[src/rtl/param_sync_fifo_pkg.sv]
// Shared sizing constants, helpers and the per-cycle operation type for param_sync_fifo.
package param_sync_fifo_pkg;

    localparam int DEFAULT_DATA_W = 8;
    localparam int DEFAULT_DEPTH  = 8;

    // Accepted transfer in one cycle, packed as {write_accepted, read_accepted}.
    typedef enum logic [1:0] {
        OP_IDLE  = 2'b00,
        OP_READ  = 2'b01,
        OP_WRITE = 2'b10,
        OP_BOTH  = 2'b11
    } fifo_op_t;

    function automatic int count_width(input int depth);
        return $clog2(depth) + 1;
    endfunction

    function automatic int ptr_width(input int depth);
        return $clog2(depth);
    endfunction

endpackage

[src/rtl/fifo_mem.sv]
// DEPTH x DATA_W storage for param_sync_fifo: one synchronous write port, one asynchronous read port.
module fifo_mem #(
    parameter int DATA_W = 8,
    parameter int DEPTH  = 8
) (
    input  logic                     clk,
    input  logic                     wr_en,
    input  logic [$clog2(DEPTH)-1:0] wr_addr,
    input  logic [DATA_W-1:0]        wr_data,
    input  logic [$clog2(DEPTH)-1:0] rd_addr,
    output logic [DATA_W-1:0]        rd_data
);

    logic [DATA_W-1:0] mem [DEPTH];

    // Contents are deliberately left unreset; only written entries are ever read.
    always_ff @(posedge clk) begin
        if (wr_en) begin
            mem[wr_addr] <= wr_data;
        end
    end

    assign rd_data = mem[rd_addr];

endmodule

[src/rtl/param_sync_fifo.sv]
// Parametrised single-clock FIFO with occupancy count, threshold flags and overflow/underflow pulses.
// Define PARAM_SYNC_FIFO_FWFT_EN for first-word-fall-through output; default is registered 1-cycle read.
module param_sync_fifo
    import param_sync_fifo_pkg::*;
#(
    parameter int DATA_W    = DEFAULT_DATA_W,
    parameter int DEPTH     = DEFAULT_DEPTH,
    parameter int AF_THRESH = DEPTH - 2,
    parameter int AE_THRESH = 2
) (
    input  logic                          clk,
    input  logic                          rst_n,
    input  logic                          wr_en_i,
    input  logic [DATA_W-1:0]             data_i,
    output logic                          full_o,
    output logic                          almost_full_o,
    output logic                          overflow_o,
    input  logic                          rd_en_i,
    output logic [DATA_W-1:0]             data_o,
    output logic                          valid_o,
    output logic                          empty_o,
    output logic                          almost_empty_o,
    output logic                          underflow_o,
    output logic [count_width(DEPTH)-1:0] count_o
);

    localparam int PTR_W = ptr_width(DEPTH);
    localparam int CNT_W = count_width(DEPTH);
    localparam logic [CNT_W-1:0] FULL_COUNT = CNT_W'(DEPTH);

    logic [PTR_W-1:0]  wr_ptr;
    logic [PTR_W-1:0]  rd_ptr;
    logic [CNT_W-1:0]  count;
    logic              overflow_q;
    logic              underflow_q;
    logic              wr_accept;
    logic              rd_accept;
    logic [DATA_W-1:0] rd_data;
    fifo_op_t          op;

    // Flags come straight from the registered count, so they move one cycle after the accepting edge.
    assign full_o         = (count == FULL_COUNT);
    assign empty_o        = (count == '0);
    assign almost_full_o  = (int'(count) >= AF_THRESH);
    assign almost_empty_o = (int'(count) <= AE_THRESH);
    assign count_o        = count;
    assign overflow_o     = overflow_q;
    assign underflow_o    = underflow_q;

    assign wr_accept = wr_en_i & ~full_o;
    assign rd_accept = rd_en_i & ~empty_o;
    assign op        = fifo_op_t'({wr_accept, rd_accept});

    fifo_mem #(
        .DATA_W(DATA_W),
        .DEPTH (DEPTH)
    ) u_mem (
        .clk    (clk),
        .wr_en  (wr_accept),
        .wr_addr(wr_ptr),
        .wr_data(data_i),
        .rd_addr(rd_ptr),
        .rd_data(rd_data)
    );

    // Pointers wrap naturally because DEPTH is a power of two.
    always_ff @(posedge clk or negedge rst_n) begin
        if (!rst_n) begin
            wr_ptr      <= '0;
            rd_ptr      <= '0;
            count       <= '0;
            overflow_q  <= 1'b0;
            underflow_q <= 1'b0;
        end else begin
            if (wr_accept) begin
                wr_ptr <= wr_ptr + 1'b1;
            end
            if (rd_accept) begin
                rd_ptr <= rd_ptr + 1'b1;
            end
            case (op)
                OP_WRITE: count <= count + 1'b1;
                OP_READ:  count <= count - 1'b1;
                default:  count <= count;
            endcase
            overflow_q  <= wr_en_i & full_o;
            underflow_q <= rd_en_i & empty_o;
        end
    end

`ifdef PARAM_SYNC_FIFO_FWFT_EN
    assign data_o  = empty_o ? '0 : rd_data;
    assign valid_o = ~empty_o;
`else
    logic [DATA_W-1:0] data_q;
    logic              valid_q;

    // Read data is captured on the accepting edge and held until the next accepted read.
    always_ff @(posedge clk or negedge rst_n) begin
        if (!rst_n) begin
            data_q  <= '0;
            valid_q <= 1'b0;
        end else begin
            valid_q <= rd_accept;
            if (rd_accept) begin
                data_q <= rd_data;
            end
        end
    end

    assign data_o  = data_q;
    assign valid_o = valid_q;
`endif

endmodule

[config.mk]
export PLATFORM = sky130hd
export DESIGN_NAME = param_sync_fifo
export DESIGN_NICKNAME = d
export VERILOG_FILES = /design/src/rtl/param_sync_fifo_pkg.sv /design/src/rtl/fifo_mem.sv /design/src/rtl/param_sync_fifo.sv
export SDC_FILE = /design/constraint.sdc
export NUM_CORES = 1
export LEC_CHECK = 0
export BUFFER_PORTS_ARGS = -buffer_cell sky130_fd_sc_hd__buf_2
export CORE_MARGIN = 3
export CORE_UTILIZATION = 58
export CTS_BUF_LIST = sky130_fd_sc_hd__clkbuf_16
export DETAILED_ROUTE_END_ITERATION = 8
export PLACE_DENSITY = 0.85
export SETUP_SLACK_MARGIN = 0.5
export SLEW_MARGIN = 20
export SYNTH_ARGS = -nofsm -noshare
export SYNTH_HDL_FRONTEND = slang
export SYNTH_SLANG_ARGS = --single-unit
[constraint.sdc]
create_clock -name clk -period 3 [get_ports clk]
set_input_delay 0.3 -clock clk [delete_from_list [all_inputs] [get_ports clk]]
set_output_delay 0.3 -clock clk [all_outputs]
set_load 0.02 [all_outputs]
==> results.tsv, run 1 <==
metric	value	unit
status	finished clean	
CP max-delay cell	dfrtp_1	
Layout Utilization	71.8	%
Avg Cell Area, Syn	16.1	um2
I/O Pins	31	
final worst slack	0.679	ns
register area share after synthesis	69.3	%
CTS tree	done	
Post-CTS Resized	0	
WHS Endpoint	overflow_o	
global-route wire length before repair	10500	um
row count	27	
Clk Latency, worst-skew pair	0.33	ns
TritonCTS Buffers	9	
Die W	84.0	um
Seq cells post-synth	85	
DR vias	1941	
placed cells	320	
TNS Setup	0	ns
WP data arrival	2.53	ns
Post-Syn Nets	236	
Antenna Nets Post-Route	0	
drt pass-1 iters	4	
commonest cells after routing, fill and taps aside	64 x edfxtp_1, 30 x buf_2, 20 x nand2_1, 20 x dfrtp_1, 17 x mux2_2	
critical path type	flip-flop to flip-flop	
Main synth FF type	edfxtp_1	
Finish-stage setup viols	0	
worst-margin pin slew	0.941	ns
r2r endpoint	count_o[2]	
Distinct cells, synth	35	
Crit. End Element	flip-flop	
ys async rst share	24.7	%
max-slew violation count	0	
initial antenna violation count	0	
startpoint types	flip-flop	
Antenna diodes	0	
mapped cell area	3530	um2
worst reg2reg path depth	10	
worst slack, placed	0.571	ns
Via density	5.73	
RSZ-0062 raised after global routing	false	
CTS Root Cell	clkbuf_16	
cell internal pwr	2800	uW
grt total ovfl	0	
clock buffer depth	2	
Die Area	7060	um2
Mapped Cells	219	
Simple-Gate Fraction of Synth Area	6.87	%
clock slew at reported path FFs	0.06	ns
Clock Skew	0.00875	ns
HP Class	primary input to flip-flop	
fill count	350	
P&R area growth vs syn	16.0	%
Adder-Cell Fraction of Synth Area	1.77	%
critical-path cell list	nor4b_4 -> nor2b_1 -> inv_1 -> ha_4 -> xor2_1 -> ha_1 -> a21oi_2 -> xor2_1 -> nor2_1 -> xor2_1	
crit-path max FO	10	
fraction of layout cells with a size suffix above 1	33.7	%
yosys warns	0	
Pwr Density	1040	nW/um2
largest net degree at the start of global routing	22	
WL/cell	19.5	um
max_cap viols	0	
Detailed Place HPWL	4180	um
sw frac	34.4	%
main combinational cell family by area after synthesis	multiplexers	
xor/xnor share of the synthesized area	1.98	%
fmax	431	MHz
critical path required time	3.21	ns
Clk network pwr share	26.1	%
GRT Util Overall	20.3	%
Core Footprint	5710	um2
Initial Util	61.8	%
fin nets	279	
Hold Fails Final Rpt	0	
combinational share of power	32.1	%
mux cell area share after synthesis	9.96	%
non-filler cells, final	339	
clk sink count	85	
post-synthesis compound-gate area fraction	6.80	%
R2R setup slack	0.68	ns
CP most frequent cell	xor2_1	
worst stage delay on the critical path	0.61	ns
Port Buffers	30	
drt first-iter violations	188	
sequential share of power	41.8	%
total length of routed wires	6600	um
post-layout min period	2.32	ns
static leakage	0.00158	uW
Die Y	84.0	um
Slew HR	37.0	%
sw power	1470	uW
number of synthesized flops with an enable pin	64	
hold_sp	wr_en_i	
final worst-path cycle share	77.4	%
Hold Crit Depth	2	
H-tree Lvls	3	
worst vdd ir	0.707	mV
FF-to-FF Start	count_o[1]	
Placer Congestion	0.786	
most common cell after layout, fill and taps aside	edfxtp_1	
# DRC	0	
vias in the first global route	1981	
## worst max-delay path, delay by kind of cell, from the launching register on
family	cells	cell delay, ns
DFF	1	0.61
and+or+nand+nor	3	0.45
xor gates and xnor gates	3	0.43
adders and majority gates	2	0.42
buffers and inverters	1	0.17
AOI/OAI and AO/OA	1	0.13
## sequential cells by signal, indices dropped and copies added, names as in the netlist
register / cells
data_o: 8
wr_ptr: 3
rd_ptr: 3
u_mem.mem: 64
valid_o: 1
count_o: 4
overflow_o: 1
underflow_o: 1
## power by group through the flow
stage,Clock (uW),Combinational (uW),Sequential [uW]
global route,1190,1480,1820
CTS,1120,1370,1780
floorplan,0,1050,1800
global placement,0,1300,1780
detailed placement,0,1340,1810
finish,1110,1370,1780
## per-layer routing
layer / GRT usage [%] / vias to the layer above / part of all wire, %
li1: - / 912 / -
met1: 25.8 / 958 / 41
met2: 33.4 / 60 / 52
met3: 4.64 / 11 / 5.6
met4: 8.63 / 0 / 1.8
met5: 0 / - / 0
## metrics by stage
step	cell area (um2)	hold WS, ns	total power, uW
detailed placement	3770	0.285	3150
floorplan	3580	0.00441	2850
global route	4100	0.211	4490
CTS	4080	0.183	4280
finish	4100	0.186	4270
global placement	3770	0.278	3080
## how the worst max path moves through the flow
stage	from	to	slack [ns]	cells after the start
after floorplan	count_o[2]	count_o[2]	0.51	12
after global placement	count_o[0]	count_o[2]	0.66	10
after detailed placement	count_o[0]	count_o[2]	0.57	10
after CTS	count_o[0]	count_o[2]	0.54	10
after global routing	count_o[0]	count_o[3]	0.54	8
final	count_o[1]	count_o[2]	0.68	10
## kinds of logic (layout without fill, tap and decap cells)
group                      Yosys count  in the layout
AOI/OAI and AO/OA                   30             30
xor gates and xnor gates             8              8
and+or+nand+nor                     46             46
adders and majority gates            5              5
buffers and inverters               12             60
muxes                               33             33
DFF                                 85             85
## synthesized netlist by cell type, drive strengths merged (2+ instances only)
cell	count	area, um2
nand2b	6	37.5
nor2	8	30.0
nor2b	2	12.5
nor3b	2	15.0
xor2	4	35.0
and2	2	12.5
nand2	21	81.3
a21oi	2	10.0
xnor2	4	35.0
ha	5	62.6
buf	9	105
o22ai	8	50.1
mux2	17	191
o21ai	8	70.1
dfrtp	21	526
mux2i	16	160
nor3	2	10.0
edfxtp	64	1920
inv	2	7.50
a221o	8	80.1
## timing repair
item | in CTS | in global routing
hold buffers | 1 | 0
setup endpoints to repair | 0 | 2
buffers inserted | 0 | 2
endpoints found under the hold margin | 21 | 0
## final cells by class
cell class | count | area [um2] | area share (%)
Sequential cell | 85 | 2450 | 59.8
Multi-Input combinational cell | 122 | 1000 | 24.4
Inverter | 2 | 10.0 | 0.244
Clock inverter | 7 | 80.1 | 1.95
Clock buffer | 9 | 225 | 5.50
Tap cell | 72 | 90.1 | 2.20
Timing Repair Buffer | 42 | 243 | 5.93
Power figures use the tool's default switching activity.
==> inputs of run 2 (changes only) <==
ABC_AREA = 1   (was not set)
CORE_UTILIZATION = 53   (was 58)
PLACE_DENSITY = 0.82   (was 0.85)
clock period = 1.9 ns   (was 3 ns; I/O delays follow)
==> run 2 against run 1 <==
Effect of this change: the run now ends with negative setup slack left; clock power increased by 66%; clock skew rose by 0.0050 ns; combinational power rose to 3.0 times the previous value; die area grew 11%; sequential share of layout area shrank 10 points; total power grew 100%; synthesized cell count up 44%; routed wire length increased by 67%; count of clock-buffer cells in the layout is the same; utilization increased by 5.2 points; worst setup slack got worse by 0.69 ns; sequential cell count is the same; critical endpoint is now count_o[3]; largest cell class unchanged.
==> results.tsv, run 2 <==
metric	value	unit
placed cells	418	
FF-to-FF Start	count_o[2]	
fmax	524	MHz
global-route wire length before repair	14300	um
Pwr Density	1740	nW/um2
I/O Pins	31	
top cells by instance count after synthesis	75 x nor2_1, 64 x edfxtp_1, 41 x nand2_1, 34 x o21ai_0, 21 x dfrtp_1	
number of flip-flops under the largest register name	64	
Initial Util	55.9	%
total length of routed wires	11100	um
worst vdd ir	0.783	mV
mapped cell area	3610	um2
status	finished with violations	
most common cell after layout, fill and taps aside	nor2_1	
Crit. End Element	flip-flop	
HP Class	primary input to flip-flop	
clock buffer depth	2	
register area share after synthesis	67.8	%
fin nets	407	
RSZ-0062 raised after global routing	true	
register area	2450	um2
design area	4970	um2
DR vias	2915	
WL/cell	23.4	um
Hold Fails Final Rpt	0	
final worst slack	-0.0102	ns
Die Area	7830	um2
Post-Syn Nets	333	
yosys warns	0	
drt pass-1 iters	5	
crit-path max FO	4	
Avg Cell Area, Syn	11.4	um2
Antenna diodes	0	
worst-margin pin slew	0.504	ns
Die W	88.5	um
fill count	351	
non-filler cells, final	472	
CTS Root Cell	clkbuf_16	
Seq cells post-synth	85	
max_cap viols	0	
clk sink count	85	
GRT Util Overall	25.7	%
DP Area	3910	um2
failing checks	negative setup slack	
critical path required time	2.17	ns
main area contributors after synthesis	edfxtp_1 53%, dfrtp_1 15%, nor2_1 7.8%	
worst reg2reg path depth	13	
max-slew violation count	0	
TritonCTS Buffers	9	
static leakage	0.00199	uW
cell taking the most area after synthesis	edfxtp_1	
Worst Setup EP	count_o[3]	
Core Footprint	6460	um2
R2R setup slack	-0.01	ns
Placer Congestion	0.769	
Distinct cells, synth	27	
clock slew at reported path FFs	0.07	ns
WP data arrival	2.18	ns
Mapped Cells	316	
worst setup path start	count_o[2]	
commonest cells after routing, fill and taps aside	67 x nor2_1, 64 x edfxtp_1, 31 x o21ai_0, 26 x buf_2, 25 x nand2_1	
Finish-stage setup viols	1	
grt total ovfl	0	
r2r endpoint	count_o[3]	
ys async rst share	24.7	%
Via density	6.18	
most common cell in the netlist	nor2_1	
post-layout min period	1.91	ns
Synth top area share	53.3	%
P&R area growth vs syn	37.7	%
multi-input logic area	1300	um2
Detailed Place HPWL	4750	um
WHS	0.117	ns
final worst-path cycle share	101	%
Top reg by flops	u_mem.mem	
Antenna Nets Post-Route	0	
vias in the first global route	2720	
number of synthesized flops with an enable pin	64	
CTS tree	done	
startpoint types	flip-flop	
initial antenna violation count	0	
Die Y	88.5	um
row count	29	
Clk Latency, worst-skew pair	0.34	ns
fraction of layout cells with a size suffix above 1	40.3	%
largest net degree at the start of global routing	34	
Port Buffers	30	
critical path type	flip-flop to flip-flop	
Clock Skew	0.0137	ns
Slew HR	66.4	%
# DRC	0	
drt first-iter violations	305	
H-tree Lvls	3	
Main synth FF type	edfxtp_1	
==> run 2: changes by cell type in the layout (fill, tap and decap cells not counted), sizes merged, moves of 6 or more <==
cell    delta
nor2      +73
nand2b     -6
mux2i     -16
o22ai      -8
nand2     +23
nand3     +28
inv       +16
o21ai     +27
mux2      -17
buf       +33
a221o      -8
==> run 2: routing by layer <==
| layer | up-vias | GRT usage (%) | wire (um) |
|---|---|---|---|
| met2 | 219 | 42.6 | 5580 |
| li1 | 1216 | - | - |
| met3 | 62 | 5.87 | 1030 |
| met1 | 1418 | 32.3 | 3900 |
| met5 | - | 0 | 0 |
| met4 | 0 | 11.4 | 544 |
==> run 2: repair_timing <==
| action | in CTS | in global routing |
|---|---|---|
| hold buffers | 1 | 0 |
| gates resized for setup | 52 | 42 |
| hold endpoints to repair | 21 | 0 |
| setup buffers | 30 | 6 |
| endpoints found under the setup margin | 73 | 85 |
| pin swaps | 28 | 21 |
| cloned | 1 | 0 |
==> run 2: worst max-delay path: stages, from the launching register on <==
cell and delay [ns]:
dfrtp_2 0.46, nor2_4 0.15, nand2_4 0.07, nand2_4 0.08
inv_6 0.04, ha_4 0.18, buf_4 0.14, inv_2 0.06
nand2_2 0.05, nand2_2 0.11, nand3_2 0.11, nand3_1 0.17
nand3_2 0.13, nand2_2 0.08
==> run 2: kinds of logic (layout without fill, tap and decap cells) <==
kind of cell,count (synthesis),count (layout),synth area share [%]
XOR/XNOR,5,5,1.21
AO/OA/AOI/OAI,37,37,5.27
flip-flops,85,85,67.8
adder cells (fa/ha/maj),5,5,1.73
buffers and inverters,29,108,4.51
AND/OR/NAND/NOR,155,155,19.5
==> run 2: cell type report <==
type                            count  share of cell area (%)
Multi-Input combinational cell    202                    26.1
Clock buffer                        9                    4.53
Inverter                           17                    1.59
Sequential cell                    85                    49.4
Clock inverter                      7                    1.74
Tap cell                           77                    1.94
Timing Repair Buffer               75                    14.7
==> run 2: through the flow <==
| stage | setup TNS [ns] | util [%] | total power [uW] | setup WS [ns] |
|---|---|---|---|---|
| after global placement | 0 | 60.5 | 5110 | 0.0931 |
| after detailed placement | -0.00870 | 60.5 | 5250 | -0.00870 |
| after global routing | -0.0970 | 76.9 | 8980 | -0.0532 |
| after CTS | 0 | 74.0 | 7870 | 0.107 |
| final | -0.0102 | 76.9 | 8660 | -0.0102 |
| after floorplan | -0.142 | - | 4590 | -0.142 |
==> run 2: worst min-delay path by stage <==
stage	from	to	slack, ns	cells past startpoint
floorplan	rst_n	count_o[0]	-0.11	0
global placement	rst_n	overflow_o	0.17	1
detailed placement	rst_n	overflow_o	0.18	1
CTS	rd_en_i	underflow_o	0.09	3
global route	rd_en_i	underflow_o	0.13	3
finish	wr_en_i	overflow_o	0.12	3
==> run 2: report_power, final <==
part / switching (uW) / leakage [uW] / internal (uW) / total, uW
clock network: 791 / 0.000151 / 1050 / 1840
registers: 259 / 0.000831 / 2430 / 2680
logic: 2530 / 0.00101 / 1600 / 4130
==> inputs of run 3 (changes only) <==
TNS_END_PERCENT = 20   (was not set)
==> run 3 against run 2 <==
Effect of this change: the flow now finishes without violations; final area fell by 8.6%; hold slack got worse by 0.033 ns; utilization fell by 6.6 points; worst setup slack improved by 0.11 ns; clock skew fell by 0.0079 ns; maximum frequency rose by 6.2%; cell count fell by 2.8%; count of clock-buffer cells in the layout did not move; routed wire length fell by 25%; register-to-register slack improved by 0.11 ns; critical path type unchanged; largest cell class unchanged; highest routed layer unchanged.
==> results.tsv, run 3 (synthesized netlist as in run 2, its figures left out) <==
metric	value	unit
Top reg by flops	u_mem.mem	
I/O Pins	31	
HP Class	primary input to flip-flop	
# DRC	0	
max-slew violation count	0	
Antenna diodes	0	
fmax	556	MHz
Core Footprint	6460	um2
P&R area growth vs syn	25.9	%
row count	29	
final worst-path cycle share	94.7	%
TritonCTS Buffers	9	
Via density	5.60	
worst slack, placed	0.0397	ns
CTS tree	done	
Clock Skew	0.00581	ns
max_cap viols	0	
commonest cells after routing, fill and taps aside	71 x nor2_1, 64 x edfxtp_1, 39 x nand2_1, 34 x o21ai_0, 30 x buf_2	
H-tree Lvls	3	
initial antenna violation count	0	
Port Buffers	30	
clock buffer depth	2	
worst vdd ir	0.694	mV
RSZ-0062 raised after global routing	true	
WL/cell	18.2	um
Hold Fails Final Rpt	0	
Clk Latency, worst-skew pair	0.34	ns
most common cell after layout, fill and taps aside	nor2_1	
worst-margin pin slew	0.515	ns
Initial Util	55.9	%
Die W	88.5	um
Slew HR	65.7	%
fin nets	394	
total length of routed wires	8340	um
largest net degree at the start of global routing	34	
WHS	0.0842	ns
Die Area	7830	um2
Crit. End Element	flip-flop	
critical path required time	2.15	ns
startpoint types	flip-flop	
static leakage	0.00184	uW
register area	2450	um2
drt first-iter violations	223	
number of flip-flops under the largest register name	64	
Pwr Density	1660	nW/um2
CTS Root Cell	clkbuf_16	
Die Y	88.5	um
DR vias	2571	
Finish-stage setup viols	0	
status	finished clean	
vias in the first global route	2374	
GRT Util Overall	23.2	%
fill count	426	
Placer Congestion	0.827	
Detailed Place HPWL	4680	um
drt pass-1 iters	5	
multi-input logic area	1150	um2
clock slew at reported path FFs	0.06	ns
clk sink count	85	
final worst slack	0.101	ns
critical path type	flip-flop to flip-flop	
crit-path max FO	4	
global-route wire length before repair	12900	um
fraction of layout cells with a size suffix above 1	31.2	%
Antenna Nets Post-Route	0	
grt total ovfl	0	
WP data arrival	2.05	ns
post-layout min period	1.80	ns
==> run 3: layout make-up <==
type                    count  area share [%]
clock buffers               9            4.96
repair buffers             62            10.1
inverters                  17            1.68
flip-flops and latches     85            54.0
well taps                  77            2.12
multi-input cells         202            25.4
clock inverters             7            1.74
==> run 3: final timing paths <==
kind	startpoint	end	slack (ns)	depth (start not counted)
worst max-delay path	count_o[1]	count_o[2]	0.10	12
worst min-delay path	wr_en_i	overflow_o	0.08	3
worst max register to register	count_o[1]	count_o[2]	0.10	12
worst min register to register	data_o[5]	data_o[5]	0.47	2
max in group asynchronous	rst_n	count_o[1]	1.17	2
min in group asynchronous	rst_n	wr_ptr[0]	0.36	2
==> run 3: worst max-delay path, stage by stage (launching register included) <==
cell and delay [ns]:
dfrtp_2 0.42, nor2_4 0.15, nand2_2 0.09, nand2_4 0.08, inv_6 0.04, ha_4 0.17, nand2_2 0.07, inv_2 0.05
nor2_4 0.10, ha_4 0.13, a21oi_2 0.03, or2_4 0.22, a31oi_1 0.14
==> run 3: routing by layer <==
layer	track usage [%]	up-vias	routed length, um
li1	-	1191	-
met1	29.3	1267	3330
met2	38.8	92	4330
met3	4.75	21	438
met4	9.89	0	232
met5	0	-	0
==> run 3: stage by stage <==
stage / cells / util [%] / TNS, ns / power, uW / instance area (um2)
finish: 459 / 70.3 / 0 / 7530 / 4540
global route: 459 / 70.3 / 0 / 7940 / 4540
CTS: 457 / 68.8 / 0 / 7340 / 4440
detailed placement: 427 / 60.9 / 0 / 5240 / 3930
global placement: 427 / 60.9 / 0 / 5130 / 3930
floorplan: 316 / - / -0.142 / 4530 / 3660
==> run 3: what timing repair did <==
item                                    CTS  global route
resized for setup                        18            15
endpoints found under the setup margin   72            83
hold buffers                              1             0
pin swaps                                 9             3
endpoints found under the hold margin    21             0
setup buffers                            13             2
cloned                                    0             0
==> run 3: report_power, final <==
group | switching [uW] | total, uW | internal (uW)
sequential | 218 | 2640 | 2430
clock | 748 | 1780 | 1030
combinational | 1950 | 3100 | 1150
